`src/rtl/popcnt_pkg.sv`:
```
// Shared types and helpers for the iterative population counter.
package popcnt_pkg;

   typedef enum logic [1:0] {IDLE, COUNT, DONE} popcnt_state_t;

   // Number of CHUNK-wide passes needed for one operand.
   function automatic int unsigned num_chunks(input int unsigned width,
                                              input int unsigned chunk,
                                              input logic        word);
      if (word && (width == 64)) return 32 / chunk;
      return width / chunk;
   endfunction

endpackage

```
`src/rtl/popcnt_chunk.sv`:
```
// Combinational population count of one CHUNK-bit slice.
module popcnt_chunk #(
   parameter int unsigned CHUNK = 16
) (
   input  logic [CHUNK-1:0]       data_i,
   output logic [$clog2(CHUNK):0] count_o
);

   localparam int unsigned OW = $clog2(CHUNK) + 1;

   always_comb begin
      count_o = '0;
      for (int i = 0; i < CHUNK; i++) begin
         count_o = count_o + OW'(data_i[i]);
      end
   end

endmodule

```
`src/rtl/popcnt_iter.sv`:
```
// Iterative population count, CHUNK bits per cycle, with valid/ready on both sides.
// Optional WALLY_POPCNT_FLUSH_EN adds a Flush input that aborts any operation.
module popcnt_iter
   import popcnt_pkg::*;
#(
   parameter int unsigned WIDTH = 64,
   parameter int unsigned CHUNK = 16
) (
   input  logic                     clk,
   input  logic                     reset,
`ifdef WALLY_POPCNT_FLUSH_EN
   input  logic                     Flush,
`endif
   input  logic                     InValid,
   output logic                     InReady,
   input  logic [WIDTH-1:0]         A,
   input  logic                     W,
   output logic                     OutValid,
   input  logic                     OutReady,
   output logic [$clog2(WIDTH):0]   Count,
   output logic                     Busy
);

   localparam int unsigned CW = $clog2(WIDTH) + 1;
   localparam int unsigned NW = $clog2(WIDTH);
   localparam int unsigned PW = $clog2(CHUNK) + 1;
   localparam logic [NW-1:0] LastFull = NW'(num_chunks(WIDTH, CHUNK, 1'b0) - 1);
   localparam logic [NW-1:0] LastWord = NW'(num_chunks(WIDTH, CHUNK, 1'b1) - 1);
   localparam bit WordOk = (WIDTH == 64);

   if ((WIDTH != 32) && (WIDTH != 64)) begin : g_bad_width
      $error("popcnt_iter: WIDTH must be 32 or 64");
   end
   if ((CHUNK == 0) || ((CHUNK & (CHUNK - 1)) != 0)) begin : g_bad_chunk_pow2
      $error("popcnt_iter: CHUNK must be a power of 2");
   end
   if ((CHUNK > 32) || ((32 % CHUNK) != 0)) begin : g_bad_chunk_div
      $error("popcnt_iter: CHUNK must divide 32");
   end

   popcnt_state_t      state_q, state_d;
   logic [WIDTH-1:0]   shift_q, shift_d;
   logic [NW-1:0]      cnt_q, cnt_d;
   logic [CW-1:0]      acc_q, acc_d;
   logic [CW-1:0]      count_q, count_d;
   logic [PW-1:0]      chunk_pop;
   logic [CW-1:0]      acc_sum;
   logic               flush;
   logic               accept;
   logic               word_mode;

`ifdef WALLY_POPCNT_FLUSH_EN
   assign flush = Flush;
`else
   assign flush = 1'b0;
`endif

   assign accept    = InValid & InReady;
   assign word_mode = WordOk & W;

   popcnt_chunk #(
      .CHUNK (CHUNK)
   ) u_chunk (
      .data_i  (shift_q[CHUNK-1:0]),
      .count_o (chunk_pop)
   );

   assign acc_sum = acc_q + CW'(chunk_pop);

   always_ff @(posedge clk or posedge reset) begin
      if (reset) begin
         state_q <= IDLE;
         shift_q <= '0;
         cnt_q   <= '0;
         acc_q   <= '0;
         count_q <= '0;
      end else begin
         state_q <= state_d;
         shift_q <= shift_d;
         cnt_q   <= cnt_d;
         acc_q   <= acc_d;
         count_q <= count_d;
      end
   end

   always_comb begin
      state_d = state_q;
      unique case (state_q)
         IDLE:    if (accept) state_d = COUNT;
         COUNT:   if (cnt_q == '0) state_d = DONE;
         DONE: begin
            if (accept)        state_d = COUNT;
            else if (OutReady) state_d = IDLE;
         end
         default: state_d = IDLE;
      endcase
      if (flush) state_d = IDLE;
   end

   always_comb begin
      shift_d = shift_q;
      cnt_d   = cnt_q;
      acc_d   = acc_q;
      count_d = count_q;
      if (accept) begin
         shift_d = word_mode ? WIDTH'(A[31:0]) : A;
         acc_d   = '0;
         cnt_d   = word_mode ? LastWord : LastFull;
      end else if ((state_q == COUNT) && !flush) begin
         shift_d = shift_q >> CHUNK;
         acc_d   = acc_sum;
         cnt_d   = cnt_q - NW'(1);
         // Result becomes visible only on the edge entering DONE.
         if (cnt_q == '0) count_d = acc_sum;
      end
   end

   always_comb begin
      InReady  = !flush && ((state_q == IDLE) || ((state_q == DONE) && OutReady));
      OutValid = (state_q == DONE);
      Busy     = (state_q != IDLE);
      Count    = count_q;
   end

endmodule

```
`config.mk`:
```
export PLATFORM = sky130hd
export DESIGN_NAME = popcnt_iter
export DESIGN_NICKNAME = d
export VERILOG_FILES = /design/src/rtl/popcnt_pkg.sv /design/src/rtl/popcnt_chunk.sv /design/src/rtl/popcnt_iter.sv
export SDC_FILE = /design/constraint.sdc
export NUM_CORES = 1
export LEC_CHECK = 0
export BUFFER_PORTS_ARGS = -buffer_cell sky130_fd_sc_hd__buf_2
export CAP_MARGIN = 20
export CORE_MARGIN = 5
export CORE_UTILIZATION = 48
export DETAILED_ROUTE_END_ITERATION = 16
export PLACE_DENSITY = 0.71
export SYNTH_ARGS = -nofsm -noshare
export SYNTH_HDL_FRONTEND = slang
export SYNTH_SLANG_ARGS = --single-unit
```
`constraint.sdc`:
```
create_clock -name clk -period 5.6 [get_ports clk]
set_input_delay 1.12 -clock clk [delete_from_list [all_inputs] [get_ports clk]]
set_output_delay 1.12 -clock clk [all_outputs]
set_load 0.01 [all_outputs]
```
**Word-level counts from Yosys, hierarchy flattened**

Index checks and enable logic that the tools add are counted.

- Logic and storage cells: 50
- Register bits after elaboration: 86

- Multiplexer cells: 13
- Reductions and logical operators: 8
- Bitwise operators: 2
- Add/sub/neg operators: 17
- Equal/unequal tests: 5

Operators by type and width:

| kind | number |
|---|---|
| $mux 64 | 3 |
| $add 5x1->5 | 14 |
| $mux 7 | 2 |
| $mux 6 | 2 |
| $mux 2 | 5 |
| $add 7x5->7 | 1 |
| $logic_not 6->1 | 1 |
| $pmux 2 s3 | 1 |
| $reduce_and 3->1 | 2 |
| $sub 6x1->6 const B | 1 |
| $reduce_bool 2->1 | 2 |
| $ne 3x1->1 const B | 1 |
| $add 1x1->2 | 1 |
| $eq 2x1->1 const B | 1 |
| $eq 2x2->1 const B | 1 |
| $logic_not 2->1 | 1 |
| $ne 2x1->1 const B | 1 |
| $ne 2x2->1 const B | 1 |
| $and 1x1->1 | 1 |
| $logic_and 1x1->1 | 1 |
| $logic_or 1x1->1 | 1 |
| $not 1->1 | 1 |

**Depth between registers and ports, before layout**

Gate-level depths: netlist (run 1).

- Depth in word-level cells: 18
- Gate-level depth with buffers: 18
- Mapped depth without buffers: 18

**By module**

Synthesis (run 1) repeated with hierarchy kept, for this count alone.

- Cells, all modules: 398
- Area total of the unflattened synthesis: 4205.3 um^2

Modules (own cells, without submodules):

| module | area each (um^2) | seq. area each (um^2) | cells each | times used |
|---|---|---|---|---|
| popcnt_iter | 3797.4 | 2152.1 | 351 | 1 |
| popcnt_chunk | 407.9 | 0.0 | 47 | 1 |

**Worst setup path after synthesis (run 1)**

OpenSTA, ideal clock, no wires.

- Kind: reg2reg
- From: register shift_q[0]
- To: register acc_q[6]
- Data arrival time: 4722 ps
- Period minus slack after synthesis: 4804 ps
- Stages on the path, launching flop included: 15
- Library setup time: 82 ps
- Path slack: 796 ps
- Data required time: 5518 ps
- Cells stage by stage: dfrtp_1 > ha_1 > inv_1 > fa_1 > fa_1 > fa_1 > fa_1 > fa_1 > fa_1 > inv_1 > fa_1 > a21o_1 > a221o_1 > nand2b_1 > a31oi_1

- Longest elaborated chain between the ends: 18

RTL lines:

| item | line | source |
|---|---|---|
| from (decl) | popcnt_iter.sv:42 | `logic [WIDTH-1:0] shift_q, shift_d;` |
| from (signal assigned) | popcnt_iter.sv:79 | `shift_q <= shift_d;` |
| $add 1x1->2 | popcnt_chunk.sv:14 | `count_o = count_o + OW'(data_i[i]);` |
| $add 5x1->5 (14 in a row) | popcnt_chunk.sv:14 |  |
| $add 7x5->7 | popcnt_iter.sv:68 | `assign acc_sum = acc_q + CW'(chunk_pop);` |
| $mux 7 | popcnt_iter.sv:109 | `end else if ((state_q == COUNT) && !flush) begin` |
| $mux 7 | popcnt_iter.sv:105 | `if (accept) begin` |
| to (signal assigned) | popcnt_iter.sv:75 | `acc_q <= '0;` |
| to (signal assigned) | popcnt_iter.sv:81 | `acc_q <= acc_d;` |
| to (decl) | popcnt_iter.sv:44 | `logic [CW-1:0] acc_q, acc_d;` |

Every way passes these cells. The select of a mux whose other input is x is not followed.
A chain may end at the register's enable or synchronous reset.

**Worst setup path in the final report (run 1)**

- From: register shift_q[0]
- To: register acc_q[5]

The elaborated chain is that of the path after synthesis.

==> impl_metrics.ini, run 1 <==
[cts]
root_buffer = clkbuf_8
cts_hold_buffers = 0
cts.repair.resized = 0
clk_pin_slew_ns = 0.11
ctsHtreeMaxLevel = 3
numClockSinks = 86
cts_buffer_depth = 2
insertion_delay_ns = 0.36
cts_inserted_buffers = 9
cts_tree = yes
post_cts.repair.setup_buffers = 0

[sta]
fin_crit_sh_pct = 90.3
slew_violations = 0
setup_tns_ns = 0
setup_viol = 0
tightest_slew_ns = 0.675
maxSlewHeadroom_pct = 55.0
hold_viol = 0
fin_crit_ns = 5.06
rsz0062_at_grt = no
fmax_mhz = 198
finalClockSkew_ns = 0.0173

[yosys]
postSynth.asyncResetShare_pct = 100
yosys_warnings = 0
synth-seq-cells = 86
synthCells = 372
synth-edff-count = 0
synth_area_um2 = 4140
synth_nets = 465
synth_area_per_cell_um2 = 11.1
seq_area_frac_synth_pct = 52.0
synth_top_flop_cell = dfrtp_1
synthDistinctLibCells = 41

[grt]
gr-total-overflow = 0
track_usage_pct = 18.3
grt_max_degree = 56
grt_pass1_vias = 3027
grt_pass1_wl_mm = 15.0
antenna_found_initial = 0

[drt]
post_drt_wl_per_cell_um = 16.6
antenna_left = 0
finalWirelength_mm = 9.17
first_pass_iters = 6
drtIter0Drc = 331
drc = 0
via_per_inst = 5.64
vias = 3119

[layout]
drive_above_1_share_pct = 25.0
final_nets = 536
stdcell_area_um2 = 4810
nFillCells = 704
areaGrowthSynthToFinish_pct = 16.3
diodes = 0

[worst_setup_path]
cp.required_ns = 5.84
critPathKind = reg2reg
crit_path_end_kind = register
start_kind = register
critical_path_peak_fanout = 4
arrival_ns = 5.29

[outcome]
status = complete, no violations

[floorplanning]
start_util_pct = 49.8
core_area_um2 = 8300
die_y_um = 103
io_pins = 79
die_area_um2 = 10600
die_w_um = 103
std_cell_rows = 33

[placement]
dpl-instance-area_um2 = 4620
place.gp.congestion = 0.807
port_buffers = 78
dp_hpwl_mm = 6.38

[hold_path]
min_path_type = reg2reg

[run]
drv_cap = 0
-- worst max-delay path, cell delays in order, from the launching register on --
cell and delay [ns]:
dfrtp_1 0.39, ha_1 0.29, inv_1 0.07, fa_1 0.43
fa_1 0.50, fa_1 0.54, fa_1 0.43, fa_1 0.42
fa_1 0.41, xnor2_1 0.20, ha_1 0.31, o21a_1 0.22
a211oi_1 0.45, or4_1 0.18, o211ai_1 0.10
-- placed cells by master (no fill, tap or decap), types with 3 or more instances in the layout --
cell type	count
o21ai_0	5
a21oi_1	8
fa_1	11
buf_2	78
nand2_1	38
xnor2_1	7
a222oi_1	32
buf_4	5
nor2_1	7
dfrtp_1	86
inv_6	3
inv_1	62
clkbuf_8	9
nand2b_1	3
o21a_1	3
a22oi_1	16
a21o_1	3
ha_1	13
mux2_4	3
a22o_1	20
-- final cells by class --
type	instances	area (µm²)	area share [%]
clock buffer	9	124	2.58
clock inverter	7	63.8	1.33
inverter	63	238	4.94
multi-input combinational	200	1670	34.8
sequential	86	2150	44.7
tap	105	131	2.73
timing repair buffer	83	428	8.90
-- flip-flops by register name, indices dropped and copies added (netlist names) --
| name | count |
|---|---|
| Count | 7 |
| shift_q | 64 |
| acc_q | 7 |
| cnt_q | 6 |
| state_q | 2 |
-- routing by layer --
metal / part of all wire (%) / GRT usage, % / vias up
li1: - / - / 1483
met1: 46 / 25.9 / 1526
met2: 48 / 28.4 / 99
met3: 4.1 / 3.86 / 11
met4: 1.5 / 5.88 / 0
met5: 0 / 0 / -
-- logic make-up (layout without fill, tap and decap cells) --
family | Yosys count | after routing | synth area share, %
fa+ha+maj | 24 | 24 | 9.26
simple gates | 63 | 63 | 7.41
mux | 4 | 4 | 1.36
compound gates | 102 | 102 | 20.4
xor+xnor | 7 | 7 | 1.48
buf+inv | 86 | 162 | 8.08
flops | 86 | 86 | 52.0
-- worst paths after layout --
path | slack, ns | start | to | cells past startpoint
min reg2reg | 0.49 | Count[5]$_DFFE_PP0P_ | Count[5]$_DFFE_PP0P_ | 2
max reg2reg | 0.54 | shift_q[0]$_DFFE_PP0P_ | acc_q[5]$_DFFE_PP0P_ | 14
min in group asynchronous | 0.78 | reset | shift_q[15]$_DFFE_PP0P_ | 2
min | 0.49 | Count[5]$_DFFE_PP0P_ | Count[5]$_DFFE_PP0P_ | 2
max | 0.54 | shift_q[0]$_DFFE_PP0P_ | acc_q[5]$_DFFE_PP0P_ | 14
max in group asynchronous | 3.73 | reset | shift_q[21]$_DFFE_PP0P_ | 3
-- stage by stage --
| step | hold WS (ns) | std cells | setup slack [ns] | util (%) |
|---|---|---|---|---|
| 6_report | 0.495 | 553 | 0.545 | 58.0 |
| 4_1_cts | 0.500 | 553 | 0.532 | 58.0 |
| 3_5_place_dp | 0.477 | 537 | 0.550 | 55.7 |
| 5_1_grt | 0.522 | 553 | 0.284 | 58.0 |
| 3_3_place_gp | 0.462 | 537 | 0.698 | 55.7 |
| 2_1_floorplan | 0.460 | 372 | 0.796 | - |
-- synthesized netlist by cell type, types with 2 or more instances --
cell	count	area (µm²)
a2111oi_0	2	17.5
a211oi_1	2	15.0
a21o_1	4	30.0
a21oi_1	8	40.0
a222oi_1	32	320
a22o_1	20	175
a22oi_1	16	120
and3_1	2	12.5
buf_2	3	15.0
clkbuf_1	19	71.3
dfrtp_1	86	2150
fa_1	11	220
ha_1	13	163
inv_1	63	236
mux2_4	3	45.0
nand2_1	38	143
nand2b_1	3	18.8
nor2_1	8	30.0
nor2b_1	2	12.5
nor3b_1	2	15.0
o211ai_1	2	15.0
o21a_1	3	22.5
o21ai_0	5	25.0
o31ai_1	2	15.0
xnor2_1	7	61.3
Power of run 1 is left out: the tool's default activity adds up to more than one toggle a clock period on the data nets, which glitch-free logic cannot reach.
==> inputs of run 2 (changes only) <==
--- a/config.mk
+++ b/config.mk
@@ -5,12 +5,13 @@
 export SDC_FILE = /design/constraint.sdc
 export NUM_CORES = 1
 export LEC_CHECK = 0
+export ABC_AREA = 1
 export BUFFER_PORTS_ARGS = -buffer_cell sky130_fd_sc_hd__buf_2
 export CAP_MARGIN = 20
 export CORE_MARGIN = 5
 export CORE_UTILIZATION = 48
 export DETAILED_ROUTE_END_ITERATION = 16
-export PLACE_DENSITY = 0.71
+export PLACE_DENSITY = 0.7
 export SYNTH_ARGS = -nofsm -noshare
 export SYNTH_HDL_FRONTEND = slang
 export SYNTH_SLANG_ARGS = --single-unit
==> impl_metrics.ini, run 2 <==
[outcome]
status = complete, no violations

[sta]
tightest_slew_ns = 0.827
fin_crit_sh_pct = 83.6
setup_tns_ns = 0
rsz0062_at_grt = no
setup_viol = 0
hold_viol = 0
finalClockSkew_ns = 0.00832
fin_crit_ns = 4.68
slew_violations = 0
maxSlewHeadroom_pct = 44.8
fmax_mhz = 214

[layout]
top_register = shift_q
diodes = 0
multiInputGateArea_um2 = 1950
final_nets = 673
final_common_cell = nand2_1
areaGrowthSynthToFinish_pct = 13.6
regArea_um2 = 2150
final_cell_mix = nand2_1 (185), dfrtp_1 (86), buf_2 (78), nand3_1 (71), inv_1 (50)
largest_reg_flops = 64
drive_above_1_share_pct = 20.3
nFillCells = 865

[worst_setup_path]
arrival_ns = 4.92
crit_path_max_incr_delay_ns = 0.55
crit_chain = ha_1 -> inv_1 -> fa_1 -> fa_1 -> fa_1 -> fa_1 -> fa_1 -> fa_1 -> inv_1 -> fa_1 -> nand3_1 -> nand3_1 -> xor2_1 -> nand2_1 -> nand2_1
r2r_setup_slack_ns = 0.92
slowest_stage = fa_1
reg2reg_from = shift_q[0]$_DFFE_PP0P_
path_delay_family = adder cells
worst-path-buf-inv = 2
critPathKind = reg2reg
critical_path_peak_fanout = 3
reg2reg_to = acc_q[4]$_DFFE_PP0P_
crit_path_end_kind = register
cp_common_cell = fa_1
rr_worst_depth = 15
start_kind = register
cp.required_ns = 5.84

[floorplanning]
die_y_um = 106
core_area_um2 = 9110
io_pins = 79
die_area_um2 = 11300
std_cell_rows = 35
start_util_pct = 48.8
die_w_um = 106

[placement]
port_buffers = 78
place.gp.congestion = 0.820
dp_hpwl_mm = 6.86

[cts]
clk_pin_slew_ns = 0.09
root_buffer = clkbuf_8
cts_buffer_depth = 2
cts_inserted_buffers = 9
cts.repair.resized = 0
ctsHtreeMaxLevel = 3
post_cts.repair.setup_buffers = 0
cts_tree = yes
cts_hold_buffers = 0
numClockSinks = 86
insertion_delay_ns = 0.35

[yosys]
yosys_warnings = 0
synth_top_family_by_area = simple AND/OR/NAND/NOR gates
synthSimpleGateAreaFrac_pct = 25.8
synthCells = 512
synth_nets = 605
synthDistinctLibCells = 24
synth_common_cells = nand2_1 (185), dfrtp_1 (86), nand3_1 (71)
synth-seq-cells = 86
synth_top_flop_cell = dfrtp_1
postSynth.asyncResetShare_pct = 100
synth-compound-area-share_pct = 8.39
synthAdderAreaFrac_pct = 8.62
synth-xor-area-share_pct = 1.18
seq_area_frac_synth_pct = 48.5
synth_area_leaders = dfrtp_1 (48%), nand2_1 (16%), nand3_1 (8.0%), fa_1 (5.0%), o211ai_2 (4.5%)
synth_area_leader_cell = dfrtp_1
synth_area_per_cell_um2 = 8.68
synth-edff-count = 0
synthMuxAreaShare_pct = 0
synth_top_area_share_pct = 48.5
yosysMostFrequentCell = nand2_1
synth_area_um2 = 4440

[drt]
drtIter0Drc = 149
via_per_inst = 5.04
post_drt_wl_per_cell_um = 13.6
finalWirelength_mm = 9.45
antenna_left = 0
drc = 0
vias = 3507
first_pass_iters = 4

[grt]
grt_pass1_vias = 3618
grt_pass1_wl_mm = 16.6
antenna_found_initial = 0
grt_max_degree = 59
track_usage_pct = 18.1
gr-total-overflow = 0

[hold_path]
min_path_type = reg2reg
min_to = shift_q[52]$_DFFE_PP0P_
hold_depth = 2
hp-start = shift_q[52]$_DFFE_PP0P_

[run]
drv_cap = 0
==> run 2: logic make-up after synthesis <==
family          count (synthesis)
xor+xnor                        6
simple gates                  272
flops                          86
compound gates                 46
fa+ha+maj                      24
buf+inv                        78
==> run 2: worst reg2reg max path: stages, from the launching register on <==
cell     delay [ns]
dfrtp_1        0.40
ha_1           0.29
inv_1          0.06
fa_1           0.44
fa_1           0.50
fa_1           0.55
fa_1           0.44
fa_1           0.42
fa_1           0.49
inv_1          0.07
fa_1           0.46
nand3_1        0.11
nand3_1        0.09
xor2_1         0.16
nand2_1        0.06
nand2_1        0.05
==> run 2: how the worst max path moves through the flow <==
stage,startpoint,slack (ns),to,cells after the start
finish,shift_q[0]$_DFFE_PP0P_,0.92,acc_q[4]$_DFFE_PP0P_,15
global route,shift_q[0]$_DFFE_PP0P_,0.65,Count[5]$_DFFE_PP0P_,17
CTS,shift_q[0]$_DFFE_PP0P_,0.89,acc_q[4]$_DFFE_PP0P_,15
detailed placement,shift_q[0]$_DFFE_PP0P_,0.92,Count[5]$_DFFE_PP0P_,17
global placement,shift_q[0]$_DFFE_PP0P_,1.04,acc_q[4]$_DFFE_PP0P_,15
floorplan,shift_q[0]$_DFFE_PP0P_,1.15,acc_q[4]$_DFFE_PP0P_,15
==> run 2: per-layer routing <==
metal	global-route usage [%]	up-vias	share of wire, %	wire length, µm
met5	0	-	0	0
met4	6.48	0	0.94	89
met3	3.34	9	5.1	482
met2	29.6	80	50	4730
met1	24.1	1643	44	4150
li1	-	1775	-	-
==> run 2: through the flow <==
| stage | instance area, µm² | util [%] | hold slack, ns | setup WS, ns | cells |
|---|---|---|---|---|---|
| detailed placement | 4870 | 53.4 | 0.464 | 0.924 | 680 |
| finish | 5050 | 55.4 | 0.483 | 0.918 | 696 |
| global route | 5050 | 55.4 | 0.508 | 0.654 | 696 |
| CTS | 5050 | 55.4 | 0.485 | 0.894 | 696 |
| global placement | 4870 | 53.4 | 0.455 | 1.04 | 680 |
| floorplan | 4440 | - | 0.442 | 1.15 | 512 |
==> run 2: area by class of cell <==
type                       count  area share [%]
timing repair buffer          82            8.33
inverter                      53            3.97
clock buffer                   9            2.45
sequential                    86            42.6
tap                          111            2.75
multi-input combinational    348            38.7
clock inverter                 7            1.12
Power of run 2 is left out for the same reason.
==> inputs of run 3 (changes only) <==
--- a/config.mk
+++ b/config.mk
@@ -11,7 +11,7 @@
 export CORE_MARGIN = 5
 export CORE_UTILIZATION = 48
 export DETAILED_ROUTE_END_ITERATION = 16
-export PLACE_DENSITY = 0.7
+export PLACE_DENSITY = 0.73
 export SYNTH_ARGS = -nofsm -noshare
 export SYNTH_HDL_FRONTEND = slang
 export SYNTH_SLANG_ARGS = --single-unit
==> constraint.sdc (replaced) <==
create_clock -name clk -period 4.2 [get_ports clk]
set_input_delay 0.84 -clock clk [delete_from_list [all_inputs] [get_ports clk]]
set_output_delay 0.84 -clock clk [all_outputs]
set_load 0.01 [all_outputs]
==> impl_metrics.ini, run 3 (same netlist as run 2, synthesis figures left out) <==
[layout]
final_nets = 686
top_register = shift_q
final_cell_mix = nand2_1 (176), dfrtp_1 (86), buf_2 (78), nand3_1 (66), inv_1 (47)
final_common_cell = nand2_1
utilization_pct = 58.4
diodes = 0
areaGrowthSynthToFinish_pct = 19.8
drive_above_1_share_pct = 27.4
fin_cells = 709
largest_reg_flops = 64

[grt]
grt_pass1_wl_mm = 16.7
grt_max_degree = 52
antenna_found_initial = 0
gr-total-overflow = 0
track_usage_pct = 18.5
grt_pass1_vias = 3635

[floorplanning]
die_w_um = 106
core_area_um2 = 9110
std_cell_rows = 35
die_area_um2 = 11300
die_y_um = 106
io_pins = 79
start_util_pct = 48.8

[outcome]
violations = setup timing
status = finished with violations

[sta]
setup_slack_ns = -0.358
fin_crit_ns = 4.56
finalClockSkew_ns = 0.0180
tightest_slew_ns = 0.836
hold_viol = 0
setup_viol = 12
slew_violations = 0
fmax_mhz = 219
fin_crit_sh_pct = 109
maxSlewHeadroom_pct = 44.2
rsz0062_at_grt = yes

[worst_setup_path]
reg2reg_to = Count[4]$_DFFE_PP0P_
start_kind = register
rr_worst_depth = 15
reg2reg_from = shift_q[1]$_DFFE_PP0P_
cp.required_ns = 4.46
crit_path_end_kind = register
r2r_setup_slack_ns = -0.36
arrival_ns = 4.82
critical_path_peak_fanout = 3
critPathKind = reg2reg

[cts]
ctsHtreeMaxLevel = 3
cts_inserted_buffers = 9
cts_hold_buffers = 0
insertion_delay_ns = 0.37
cts_tree = yes
root_buffer = clkbuf_8
clk_pin_slew_ns = 0.09
numClockSinks = 86
cts_buffer_depth = 2

[hold_path]
hold_depth = 2
min_path_type = reg2reg
min_to = shift_q[54]$_DFFE_PP0P_
hp-start = shift_q[54]$_DFFE_PP0P_

[placement]
port_buffers = 78
place.gp.congestion = 0.830
dp_hpwl_mm = 7.07
dp_cells = 689

[drt]
drc = 0
first_pass_iters = 4
antenna_left = 0
finalWirelength_mm = 10.2
via_per_inst = 5.11
vias = 3622
drtIter0Drc = 137
post_drt_wl_per_cell_um = 14.3

[run]
drv_cap = 0
[run 3: through the flow]
stage / hold WS [ns] / instance area, µm² / setup TNS (ns) / worst slack (ns)
global route: 0.501 / 5320 / -4.99 / -0.531
CTS: 0.483 / 5210 / -2.87 / -0.295
global placement: 0.454 / 4940 / -1.88 / -0.230
detailed placement: 0.459 / 4940 / -3.06 / -0.316
floorplan: 0.442 / 4450 / -0.495 / -0.136
finish: 0.481 / 5320 / -3.47 / -0.358
[run 3: cell type report]
class | instances | area, µm²
Tap cell | 111 | 139
Fill cell | 835 | 3790
Clock inverter | 7 | 86.3
Sequential cell | 86 | 2150
Inverter | 53 | 200
Timing Repair Buffer | 95 | 522
Multi-Input combinational cell | 348 | 2100
Clock buffer | 9 | 124
[run 3: how the worst max path moves through the flow]
stage / startpoint / to / slack (ns) / cells past startpoint
final: shift_q[1]$_DFFE_PP0P_ / Count[4]$_DFFE_PP0P_ / -0.36 / 15
after global routing: shift_q[1]$_DFFE_PP0P_ / Count[5]$_DFFE_PP0P_ / -0.53 / 16
after CTS: shift_q[1]$_DFFE_PP0P_ / Count[5]$_DFFE_PP0P_ / -0.29 / 17
after detailed placement: shift_q[0]$_DFFE_PP0P_ / Count[4]$_DFFE_PP0P_ / -0.32 / 15
after global placement: shift_q[0]$_DFFE_PP0P_ / acc_q[4]$_DFFE_PP0P_ / -0.23 / 15
after floorplan: shift_q[0]$_DFFE_PP0P_ / acc_q[4]$_DFFE_PP0P_ / -0.14 / 15
[run 3: critical path: stages (launching register included)]
cell     delay, ns
dfrtp_1       0.40
ha_1          0.28
inv_1         0.04
fa_1          0.51
fa_2          0.46
fa_2          0.55
fa_1          0.43
fa_2          0.37
fa_2          0.54
inv_2         0.05
fa_2          0.37
nand3_2       0.08
nand3_2       0.10
xor2_2        0.17
nand2_1       0.06
nand2_1       0.06
[run 3: routing by layer]
layer  routed length, µm  global-route usage [%]
met3                 570                    4.92
met4                 184                    5.37
met5                   0                       0
met2                5090                    31.7
met1                4320                    22.9
[run 3: what timing repair did]
item,in CTS,in global routing
resized for setup,10,25
setup buffers,2,2
pin swaps,3,9
endpoints found under the setup margin,12,12
Power of run 3 is left out for the same reason.
